**src/rtl/vga_sync_decoder.sv**
```systemverilog
// vga_sync_decoder: recovers pixel coordinates from a sync/blank stream and monitors its timing
//   clk, rst              pixel clock, asynchronous active-high reset
//   hsync, vsync          active-high sync inputs
//   hblnk, vblnk          blanking inputs
//   hcount_rec/vcount_rec recovered position of the previous input sample
//   de                    locked & !hblnk & !vblnk
//   locked                timing locked
//   err_line/err_frame    one-cycle error pulses
//   err_cnt               saturating error count
//   frame_cnt             frames received while locked (wraps)
module vga_sync_decoder #(
   parameter int H_TOTAL      = 1344,
   parameter int H_SYNC_START = 1048,
   parameter int H_SYNC_LEN   = 136,
   parameter int V_TOTAL      = 806,
   parameter int V_SYNC_START = 771,
   parameter int V_SYNC_LEN   = 6
) (
   input  logic        clk,
   input  logic        rst,
   input  logic        hsync,
   input  logic        vsync,
   input  logic        hblnk,
   input  logic        vblnk,
   output logic [10:0] hcount_rec,
   output logic [10:0] vcount_rec,
   output logic        de,
   output logic        locked,
   output logic        err_line,
   output logic        err_frame,
   output logic [7:0]  err_cnt,
   output logic [15:0] frame_cnt
);
   typedef enum logic [1:0] {SEARCH, ACQUIRE, LOCKED} state_t;
   localparam logic [10:0] HT  = 11'(H_TOTAL);
   localparam logic [10:0] HSS = 11'(H_SYNC_START);
   localparam logic [10:0] HSL = 11'(H_SYNC_LEN);
   localparam logic [10:0] VT  = 11'(V_TOTAL);
   localparam logic [10:0] VSS = 11'(V_SYNC_START);
   localparam logic [10:0] VSL = 11'(V_SYNC_LEN);
   state_t      st, st_n;
   logic        hs_prev, vs_prev, h_armed;
   logic        hs_rise, hs_fall, vs_rise, vs_fall, h_wrap, e_line, e_frame;
   logic [10:0] h_per, v_per, hc_n, vc_n;
   // h_per: clocks since the last hsync rise, so at the falling edge it is the pulse width.
   // v_per: hsync rises since the last vsync rise, so at the vsync fall it is the pulse width.
   always_comb begin
      hs_rise = hsync & ~hs_prev;
      hs_fall = ~hsync & hs_prev;
      vs_rise = vsync & ~vs_prev;
      vs_fall = ~vsync & vs_prev;
      h_wrap  = ~hs_rise & (hcount_rec == HT - 11'd1);
      hc_n    = hs_rise ? HSS : h_wrap ? '0 : hcount_rec + 11'd1;
      vc_n    = vs_rise ? VSS : !h_wrap ? vcount_rec : (vcount_rec == VT - 11'd1) ? '0 : vcount_rec + 11'd1;
      e_line  = h_armed & ((hs_rise & (h_per != HT)) | (hs_fall & (h_per != HSL)));
      e_frame = (st != SEARCH) & ((vs_rise & (v_per != VT)) | (vs_fall & (v_per != VSL)));
      st_n    = (st == SEARCH) ? (vs_rise ? ACQUIRE : SEARCH) :
                (e_line | e_frame) ? SEARCH : vs_rise ? LOCKED : st;
   end
   always_ff @(posedge clk or posedge rst) begin
      if (rst) begin
         st         <= SEARCH;
         hs_prev    <= 1'b1;
         vs_prev    <= 1'b1;
         h_armed    <= 1'b0;
         h_per      <= '0;
         v_per      <= '0;
         hcount_rec <= '0;
         vcount_rec <= '0;
         de         <= 1'b0;
         locked     <= 1'b0;
         err_line   <= 1'b0;
         err_frame  <= 1'b0;
         err_cnt    <= '0;
         frame_cnt  <= '0;
      end else begin
         st         <= st_n;
         hs_prev    <= hsync;
         vs_prev    <= vsync;
         h_armed    <= (st_n != SEARCH) & (h_armed | (hs_rise & (st != SEARCH)));
         h_per      <= hs_rise ? 11'd1 : (&h_per) ? h_per : h_per + 11'd1;
         v_per      <= vs_rise ? {10'd0, hs_rise} : (hs_rise & ~&v_per) ? v_per + 11'd1 : v_per;
         hcount_rec <= hc_n;
         vcount_rec <= vc_n;
         locked     <= st_n == LOCKED;
         de         <= (st_n == LOCKED) & ~hblnk & ~vblnk;
         err_line   <= e_line;
         err_frame  <= e_frame;
         err_cnt    <= ((e_line | e_frame) & ~&err_cnt) ? err_cnt + 8'd1 : err_cnt;
         frame_cnt  <= frame_cnt + 16'((st == LOCKED) & (st_n == LOCKED) & vs_rise);
      end
   end
endmodule

```
**config.mk**
```make
export PLATFORM = sky130hd
export DESIGN_NAME = vga_sync_decoder
export DESIGN_NICKNAME = d
export VERILOG_FILES = /design/src/rtl/vga_sync_decoder.sv
export SDC_FILE = /design/constraint.sdc
export NUM_CORES = 1
export LEC_CHECK = 0
export CELL_PAD_IN_SITES_DETAIL_PLACEMENT = 1
export CELL_PAD_IN_SITES_GLOBAL_PLACEMENT = 2
export CORE_AREA = 2 2 106 108
export CTS_BUF_LIST = sky130_fd_sc_hd__clkbuf_2
export CTS_CLUSTER_DIAMETER = 100
export DETAILED_ROUTE_END_ITERATION = 10
export DIE_AREA = 0 0 108 110
export DONT_BUFFER_PORTS = 1
export PLACE_DENSITY = 0.67
export SLEW_MARGIN = 30
export SYNTH_ARGS = -nofsm -noshare
export SYNTH_HDL_FRONTEND = slang
export SYNTH_SLANG_ARGS = --single-unit
export TNS_END_PERCENT = 10
```
**constraint.sdc**
```tcl
create_clock -name clk -period 5.2 [get_ports clk]
set_clock_uncertainty 0.2 [all_clocks]
set_input_delay 0 -clock clk [delete_from_list [all_inputs] [get_ports clk]]
set_output_delay 0 -clock clk [all_outputs]
set_load 0.05 [all_outputs]
```
==> results of run 1 <==
[per-layer routing]
layer	global-route usage (%)	vias up	wire length, um
li1	-	1317	-
met5	0	-	0
met3	4.41	8	425
met2	23.5	46	3890
met4	5.68	0	102
met1	22.0	1372	4380
[timing repair]
action,4_1_cts,5_1_grt
hold buffers,10,0
setup endpoints to repair,0,0
hold endpoints to repair,136,0
[worst max-delay path by stage]
stage                                    start                      end  slack, ps  depth (start not counted)
after floorplan           h_per[0]$_DFFE_PP0P_  frame_cnt[14]$_DFF_PP0_       1760                         15
after global placement    h_per[0]$_DFFE_PP0P_  frame_cnt[14]$_DFF_PP0_       1640                         14
after detailed placement  h_per[0]$_DFFE_PP0P_  frame_cnt[14]$_DFF_PP0_       1470                         14
after CTS                 h_per[0]$_DFFE_PP0P_  frame_cnt[14]$_DFF_PP0_       1460                         14
after global routing      h_per[0]$_DFFE_PP0P_  frame_cnt[14]$_DFF_PP0_       1250                         14
final                     h_per[0]$_DFFE_PP0P_  frame_cnt[14]$_DFF_PP0_       1520                         14
[cell usage in the layout, fill, tap and decap left out, types with 2 or more instances in the layout]
master / n
inv_1: 8
a21oi_1: 12
nor3_1: 7
a31oi_1: 4
nand4_1: 12
o211ai_1: 2
buf_4: 3
or3_1: 4
o22ai_1: 2
nor2b_1: 4
ha_1: 10
o21ai_0: 18
nor4b_1: 2
nand2b_1: 3
nand3b_1: 5
clkbuf_2: 10
clkinv_2: 2
and4_1: 3
nor2_1: 37
and2_1: 3
and3_1: 16
dfrtp_1: 75
nor4_1: 2
o31ai_1: 2
xor2_1: 15
dfstp_2: 2
dlygate4sd3_1: 9
or3b_2: 4
nand2_1: 41
nand3_1: 20
clkinv_4: 2
xnor2_1: 24
[critical path: cells and delay by family, from the launching register on]
family | cells | cell delay [ps]
AOI/OAI and AO/OA | 1 | 150
xor gates and xnor gates | 1 | 170
adders and majority gates | 3 | 550
buffers and inverters | 1 | 100
DFF | 1 | 450
and+or+nand+nor | 8 | 1990
[through the flow]
stage	area [um2]	total power, mW	cells	utilization, %
final	4090	1.57	528	38.3
after CTS	4090	1.60	528	38.3
after detailed placement	3870	1.25	502	36.2
after global placement	3870	1.24	502	36.1
after floorplan	3710	1.17	368	-
after global routing	4090	1.68	528	38.3
[cells by family after synthesis]
| logic type | after synthesis | share of synthesized area [%] |
|---|---|---|
| mux | 2 | 0.573 |
| buf+inv | 18 | 2.06 |
| xor+xnor | 39 | 9.21 |
| flops | 77 | 52.0 |
| simple gates | 171 | 24.1 |
| fa+ha+maj | 10 | 3.37 |
| compound gates | 51 | 8.67 |
[area by class of cell]
type,instances,area (um2),share of cell area (%)
clock inverter,6,63.8,1.56
clock buffer,10,50.0,1.22
timing repair buffer,13,133,3.24
inverter,9,35.0,0.856
multi-input combinational,273,1710,41.7
tap,140,175,4.28
sequential,77,1930,47.1
[state kept, by name, indices dropped and copies added (netlist names)]
name and count:
frame_cnt 16, h_per 11, hcount_rec 11, v_per 11
vcount_rec 11, err_cnt 8, st 2, de 1
err_frame 1, err_line 1, h_armed 1, hs_prev 1
locked 1, vs_prev 1
[power by group]
part	internal [mW]	total [mW]	switching, mW
combinational	0.109	0.238	0.129
clock	0.112	0.333	0.221
sequential	0.682	0.999	0.317
total	0.903	1.57	0.667
==> results_dict.tcl, run 1 <==
set metrics [dict create \
    ys_warn_count 0 \
    cts_sinks 77 \
    grt_pass1_wl_mm 14.6 \
    min_period_ps 3680 \
    grt_use_total_pct 15.8 \
    timing.setup.tns_ps 0 \
    r2r_slack_ps 1520 \
    reg2reg_to "frame_cnt[14]$_DFF_PP0_" \
    clockBufferDepth 2 \
    synth.most_common_cell "dfrtp_1" \
    ys_ff_latch 77 \
    crit_path_end_kind "flip-flop" \
    final_nets 399 \
    critPathArrivalTime_ps 3900 \
    start_util_pct 34.7 \
    drt_iter0_drc 108 \
    cp_data_required_time_ps 5420 \
    fp-row-count 38 \
    synth-edff-count 0 \
    grt_pass1_vias 2826 \
    crit_chain "inv_1 -> ha_1 -> or4b_1 -> nor4_1 -> o32ai_1 -> or2_4 -> nor3_1 -> ha_1 -> ha_1 -> nand3_1 -> nor2_1 -> and3_1 -> nand4_1 -> xnor2_1" \
    finalCritPeriodShare_pct 70.8 \
    numPortBuffers 0 \
    slowest_stage "dfrtp_1" \
    num_antenna_cells 0 \
    worst_pin_slew_ps 765 \
    ys_seq_area_share_pct 52.0 \
    nFillCells 1212 \
    ant_nets 0 \
    wl_mm 8.80 \
    drive_gt1_share_pct 9.02 \
    crit_path_frequent_cell "ha_1" \
    peakVddDrop_uv 176 \
    timing.max_slew.rel_slack_pct 48.6 \
    hold_ws_ps 251 \
    dieWidth_um 108 \
    cts_setup_buffers 0 \
    status "finished clean" \
    leakage_nw 1.77 \
    synthArstFlopShare_pct 100 \
    die_h_um 110 \
    wl_per_cell_um 16.7 \
    syn_inst 368 \
    grt-ovfl-total 0 \
    preCtsSetupSlack_ps 1470 \
    vias 2743 \
    core_mm2 0.0107 \
    path_class "reg -> reg" \
    syn_nets 384 \
    synth_top_cell_by_area "dfrtp_1" \
    die_area_mm2 0.0119 \
    worst_slack_ps 1520 \
    synth_commonest_cells "75 x dfrtp_1, 41 x nand2_1, 37 x nor2_1, 24 x xnor2_1, 20 x nand3_1" \
    ff2ff_path_depth 14 \
    cts_tree "built" \
    path_clk_slew_ps 230 \
    gp_congestion 0.758 \
    maxCapViolCount 0 \
    via_per_inst 5.20 \
    avgSynthCellArea_um2 10.1 \
    powerDensity_mw_per_mm2 384 \
    syn_area_mm2 0.00371 \
    pin_count 56 \
    hold_class "in -> async" \
    hold_violations 0 \
    synth_top_flop_cell "dfrtp_1" \
    grt_max_degree 51 \
    post_synth_num_cell_types 51 \
    cts_made_buffers 9 \
    critPathLaunchType "flip-flop" \
    finalSetupViolCount 0 \
    drcViolationCount 0 \
    cts_resized 0 \
    critical_path.max_stage_delay_ps 450 \
    root_buffer "clkbuf_2" \
    cp_max_fo 13 \
    synth_top_area_share_pct 50.6 \
    dp_hpwl_mm 6.11 \
    synthTopCellsByArea "dfrtp_1 51%, xnor2_1 5.7%, nand2_1 4.1%" \
    fmax_mhz 272 \
    slew_violations 0 \
    rsz0062_at_grt "false" \
    reg2reg_from "h_per[0]$_DFFE_PP0P_" \
    synthToLayoutAreaGrowth_pct 10.3 \
    dr.pass1.iters 4 \
    clk_latency_ps 510 \
    antenna_found_initial 0 \
    h-tree-depth 3 \
]
Power figures use the tool's default switching activity.
==> run 2: changes to the inputs <==
- clock period: 5.2 -> 3.8 ns (I/O delays scaled with it)
==> run 2 against run 1 <==
Effect of this change:
- non-clock buffer count grew 8
- maximum frequency grew 4.4%
- cell area grew 1.2%
- cell count grew 1.5%
- worst hold slack gained 63 ps
==> results_dict.tcl, run 2 (synthesized netlist as in run 1, its figures left out) <==
set metrics [dict create \
    grt_pass1_wl_mm 14.7 \
    dr.pass1.iters 4 \
    cp_max_fo 4 \
    final_cell_mix "75 x dfrtp_1, 41 x nand2_1, 36 x nor2_1, 24 x xnor2_1, 20 x nand3_1" \
    die_h_um 110 \
    num_antenna_cells 0 \
    crit_path_frequent_cell "ha_1" \
    drcViolationCount 0 \
    post-place-cells 510 \
    drive_gt1_share_pct 11.1 \
    powerDensity_mw_per_mm2 516 \
    grt-ovfl-total 0 \
    die_area_mm2 0.0119 \
    finalSetupViolCount 0 \
    nFillCells 1226 \
    pin_count 56 \
    clk_latency_ps 540 \
    crit_chain "inv_1 -> ha_1 -> or4b_1 -> nor4_1 -> o32ai_1 -> or2_4 -> nor3_1 -> ha_1 -> ha_1 -> nand3_1 -> nor2_2 -> and3_1 -> nand4_1 -> xnor2_1" \
    antenna_found_initial 0 \
    layout_commonest_cell "dfrtp_1" \
    h-tree-depth 3 \
    critical_path.max_stage_delay_ps 460 \
    timing.max_slew.rel_slack_pct 51.0 \
    timing.setup.tns_ps 0 \
    wl_per_cell_um 16.7 \
    regMostFlops "frame_cnt" \
    final_cells 536 \
    numPortBuffers 0 \
    dr_wl_met2_mm 4.35 \
    cts_sinks 77 \
    start_util_pct 34.7 \
    cts_setup_buffers 0 \
    core_mm2 0.0107 \
    grt_max_degree 47 \
    drt_iter0_drc 136 \
    hold_class "in -> async" \
    leakage_nw 1.81 \
    worst_pin_slew_ps 730 \
    clockBufferDepth 2 \
    path_clk_slew_ps 250 \
    top_layer_used "met4" \
    grt_pass1_vias 2917 \
    synthToLayoutAreaGrowth_pct 11.6 \
    hold_violations 0 \
    final_nets 407 \
    crit_cells 14 \
    crit_path_end_kind "flip-flop" \
    vias 2818 \
    via_per_inst 5.26 \
    critPathLaunchType "flip-flop" \
    utilization_pct 38.7 \
    cpLargestDelayFamily "simple AND/OR/NAND/NOR gates" \
    critPathArrivalTime_ps 3770 \
    cp_data_required_time_ps 4040 \
    cts_tree "built" \
    status "finished clean" \
    largest_register_ffs 16 \
    slew_violations 0 \
    fmax_mhz 284 \
    path_buf_inv 1 \
    ff2ff_path_depth 14 \
    ant_nets 0 \
    dp_hpwl_mm 6.28 \
    wl_met3_um 372 \
    path_class "reg -> reg" \
    wl_met1_mm 4.14 \
    dieWidth_um 108 \
    grt_use_total_pct 15.9 \
    gp_congestion 0.730 \
    finalCritPeriodShare_pct 92.7 \
    maxCapViolCount 0 \
    min_period_ps 3520 \
    peakVddDrop_uv 257 \
    cts_made_buffers 9 \
    wl_mm 8.97 \
    rsz0062_at_grt "false" \
    slowest_stage "or4b_1" \
    fp-row-count 38 \
    root_buffer "clkbuf_2" \
]
[run 2: worst register-to-register path: stages (launching register included)]
cell     delay (ps)
dfrtp_1         440
inv_1           100
ha_1            160
or4b_1          460
nor4_1          250
o32ai_1         150
or2_4           270
nor3_1          190
ha_1            230
ha_1            190
nand3_1         130
nor2_2          200
and3_1          190
nand4_1         120
xnor2_1         170
[run 2: metal layers]
layer | up-vias | GRT usage (%)
li1 | 1341 | -
met1 | 1427 | 20.0
met2 | 42 | 26.9
met3 | 8 | 3.41
met4 | 0 | 6.32
met5 | - | 0
[run 2: final cells by class]
class | count | area [um2] | area share (%)
clock buffer | 9 | 45.0 | 1.09
clock inverter | 7 | 50.0 | 1.21
inverter | 9 | 35.0 | 0.846
multi-input combinational | 273 | 1710 | 41.2
sequential | 77 | 1930 | 46.6
tap | 140 | 175 | 4.23
timing repair buffer | 21 | 200 | 4.83
[run 2: stage by stage]
step | setup slack (ps) | hold WS, ps | total power, mW | area [um2]
floorplan | 361 | -196 | 1.61 | 3710
global placement | 322 | -195 | 1.73 | 3930
finish | 277 | 314 | 2.14 | 4140
global route | 6.25 | 284 | 2.28 | 4140
detailed placement | 167 | -195 | 1.75 | 3930
CTS | 152 | 277 | 2.18 | 4140
[run 2: report_power, final]
group          internal (mW)  switching [mW]
Clock                 0.0906           0.314
Sequential             0.934           0.367
Combinational          0.178           0.252
[run 2: timing repair]
action / CTS / global route
gates resized for setup: 0 / 1
endpoints found under the hold margin: 134 / 0
endpoints found under the setup margin: 0 / 2
hold buffers: 10 / 0
[run 2: path summary, 6_finish.rpt]
kind	startpoint	endpoint	slack, ps
worst max-delay path	h_per[0]$_DFFE_PP0P_	frame_cnt[14]$_DFF_PP0_	280
worst min-delay path	rst	frame_cnt[14]$_DFF_PP0_	310
worst max register to register	h_per[0]$_DFFE_PP0P_	frame_cnt[14]$_DFF_PP0_	280
worst min register to register	hs_prev$_DFF_PP1_	err_line$_DFF_PP0_	360
max in group asynchronous	rst	hs_prev$_DFF_PP1_	2630
min in group clk	hs_prev$_DFF_PP1_	err_line$_DFF_PP0_	360
==> run 3: changes to the inputs <==
- CORE_AREA: 2 2 106 108 -> 2 2 97 99
- DIE_AREA: 0 0 108 110 -> 0 0 99 101
- PLACE_DENSITY: 0.67 -> 0.78
==> run 3 against run 2 <==
Effect of this change:
- non-clock buffer count decreased by 3
- sequential power increased by 3%
- sequential share of layout area increased by 0.070 points
- largest cell class unchanged
==> results_dict.tcl, run 3 (synthesized netlist as in run 1, its figures left out) <==
set metrics [dict create \
    status "finished clean" \
    cp_max_fo 13 \
    pin_count 56 \
    hold_class "in -> async" \
    hold_violations 0 \
    numPortBuffers 0 \
    finalCritPeriodShare_pct 93.6 \
    largest_register_ffs 16 \
    cts_tree "built" \
    worst_pin_slew_ps 722 \
    critPathArrivalTime_ps 3790 \
    cp_data_required_time_ps 4030 \
    start_util_pct 41.3 \
    grt-ovfl-total 0 \
    gr-usage-met3_pct 4.72 \
    final_cells 504 \
    finish.instance_area_mm2 0.00414 \
    cts_sinks 77 \
    wl_mm 8.45 \
    leakage_nw 1.80 \
    gp_congestion 0.762 \
    final_cell_mix "75 x dfrtp_1, 41 x nand2_1, 36 x nor2_1, 24 x xnor2_1, 19 x nand3_1" \
    dp_hpwl_mm 5.81 \
    path_clk_slew_ps 240 \
    grt_use_total_pct 17.8 \
    fp-row-count 35 \
    slowest_stage "or4b_1" \
    die_area_mm2 0.0100 \
    post-place-cells 476 \
    r2r_slack_ps 240 \
    dieWidth_um 99 \
    powerDensity_mw_per_mm2 530 \
    drive_gt1_share_pct 11.5 \
    grt_pass1_vias 2903 \
    core_mm2 0.00898 \
    final_nets 404 \
    clockBufferDepth 2 \
    path_buf_inv 1 \
    maxCapViolCount 0 \
    critPathLaunchType "flip-flop" \
    grt_use_met1_pct 23.1 \
    crit_path_frequent_cell "ha_1" \
    slew_violations 0 \
    ant_nets 0 \
    crit_path_end_kind "flip-flop" \
    crit_chain "inv_1 -> ha_1 -> or4b_1 -> nor4_1 -> o32ai_1 -> or2_4 -> nor3_2 -> ha_2 -> ha_1 -> nand3_2 -> nor2_4 -> and3_1 -> nand4_1 -> xnor2_1" \
    timing.max_slew.rel_slack_pct 51.5 \
    rsz0062_at_grt "false" \
    vias 2794 \
    regMostFlops "frame_cnt" \
    min_period_ps 3560 \
    wl_per_cell_um 16.8 \
    grt_max_degree 44 \
    layout_commonest_cell "dfrtp_1" \
    cpLargestDelayFamily "simple AND/OR/NAND/NOR gates" \
    critical_path.max_stage_delay_ps 470 \
    gr-usage-met2_pct 29.3 \
    antenna_found_initial 0 \
    total_power_mw 2.19 \
    dr.pass1.iters 4 \
    grt_pass1_wl_mm 14.2 \
    num_antenna_cells 0 \
    synthToLayoutAreaGrowth_pct 11.5 \
    path_class "reg -> reg" \
    timing.setup.tns_ps 0 \
    place_area_mm2 0.00385 \
    drt_iter0_drc 84 \
    fmax_mhz 281 \
    cts_made_buffers 9 \
    die_h_um 101 \
    peakVddDrop_uv 191 \
    finalSetupViolCount 0 \
    via_per_inst 5.54 \
    clk_latency_ps 530 \
    h-tree-depth 3 \
    grt_busiest_layer "met2" \
    drcViolationCount 0 \
    nFillCells 1035 \
    root_buffer "clkbuf_2" \
]
[run 3: where the power goes]
part	switching [mW]	total (mW)	internal [mW]
Sequential	0.402	1.34	0.934
Clock	0.318	0.479	0.161
Combinational	0.214	0.374	0.161
[run 3: layout make-up]
| type | count | area (um2) | area share [%] |
|---|---|---|---|
| multi-input combinational | 273 | 1730 | 41.8 |
| timing repair buffer | 18 | 178 | 4.30 |
| clock inverter | 7 | 82.6 | 2.00 |
| clock buffer | 9 | 45.0 | 1.09 |
| tap | 111 | 139 | 3.36 |
| inverter | 9 | 35.0 | 0.847 |
| sequential | 77 | 1930 | 46.7 |
[run 3: stage by stage]
| stage | util (%) | setup slack [ps] | hold WS [ps] |
|---|---|---|---|
| after global placement | 42.9 | 253 | -195 |
| final | 46.1 | 243 | 353 |
| after floorplan | - | 361 | -196 |
| after detailed placement | 42.9 | 54.4 | -195 |
| after CTS | 45.7 | 48.7 | 289 |
| after global routing | 46.1 | 0.321 | 308 |
[run 3: final timing paths]
check,from,to,cells past startpoint
min in group clk,st[1]$_DFF_PP0_,st[1]$_DFF_PP0_,2
hold / removal,rst,vs_prev$_DFF_PP1_,3
max in group asynchronous,rst,v_per[6]$_DFFE_PP0P_,4
setup reg to reg,h_per[0]$_DFFE_PP0P_,frame_cnt[14]$_DFF_PP0_,14
setup / recovery,h_per[0]$_DFFE_PP0P_,frame_cnt[14]$_DFF_PP0_,14
hold reg to reg,st[1]$_DFF_PP0_,st[1]$_DFF_PP0_,2
[run 3: tightest hold or removal path: stages]
cell and delay (ps):
dlygate4sd3_1 530, dlygate4sd3_1 580, clkinv_2 150
[run 3: routing by layer]
| layer | share of wire [%] | wire, um |
|---|---|---|
| met1 | 45 | 3810 |
| met2 | 49 | 4130 |
| met3 | 4.9 | 411 |
| met4 | 1.1 | 96 |
| met5 | 0 | 0 |
[run 3: repair_timing]
action                                  4_1_cts  5_1_grt
hold buffers                                 10        0
endpoints found under the setup margin        0        2
hold endpoints to repair                    138        0
gates resized for setup                       0        5
setup buffers                                 0        2
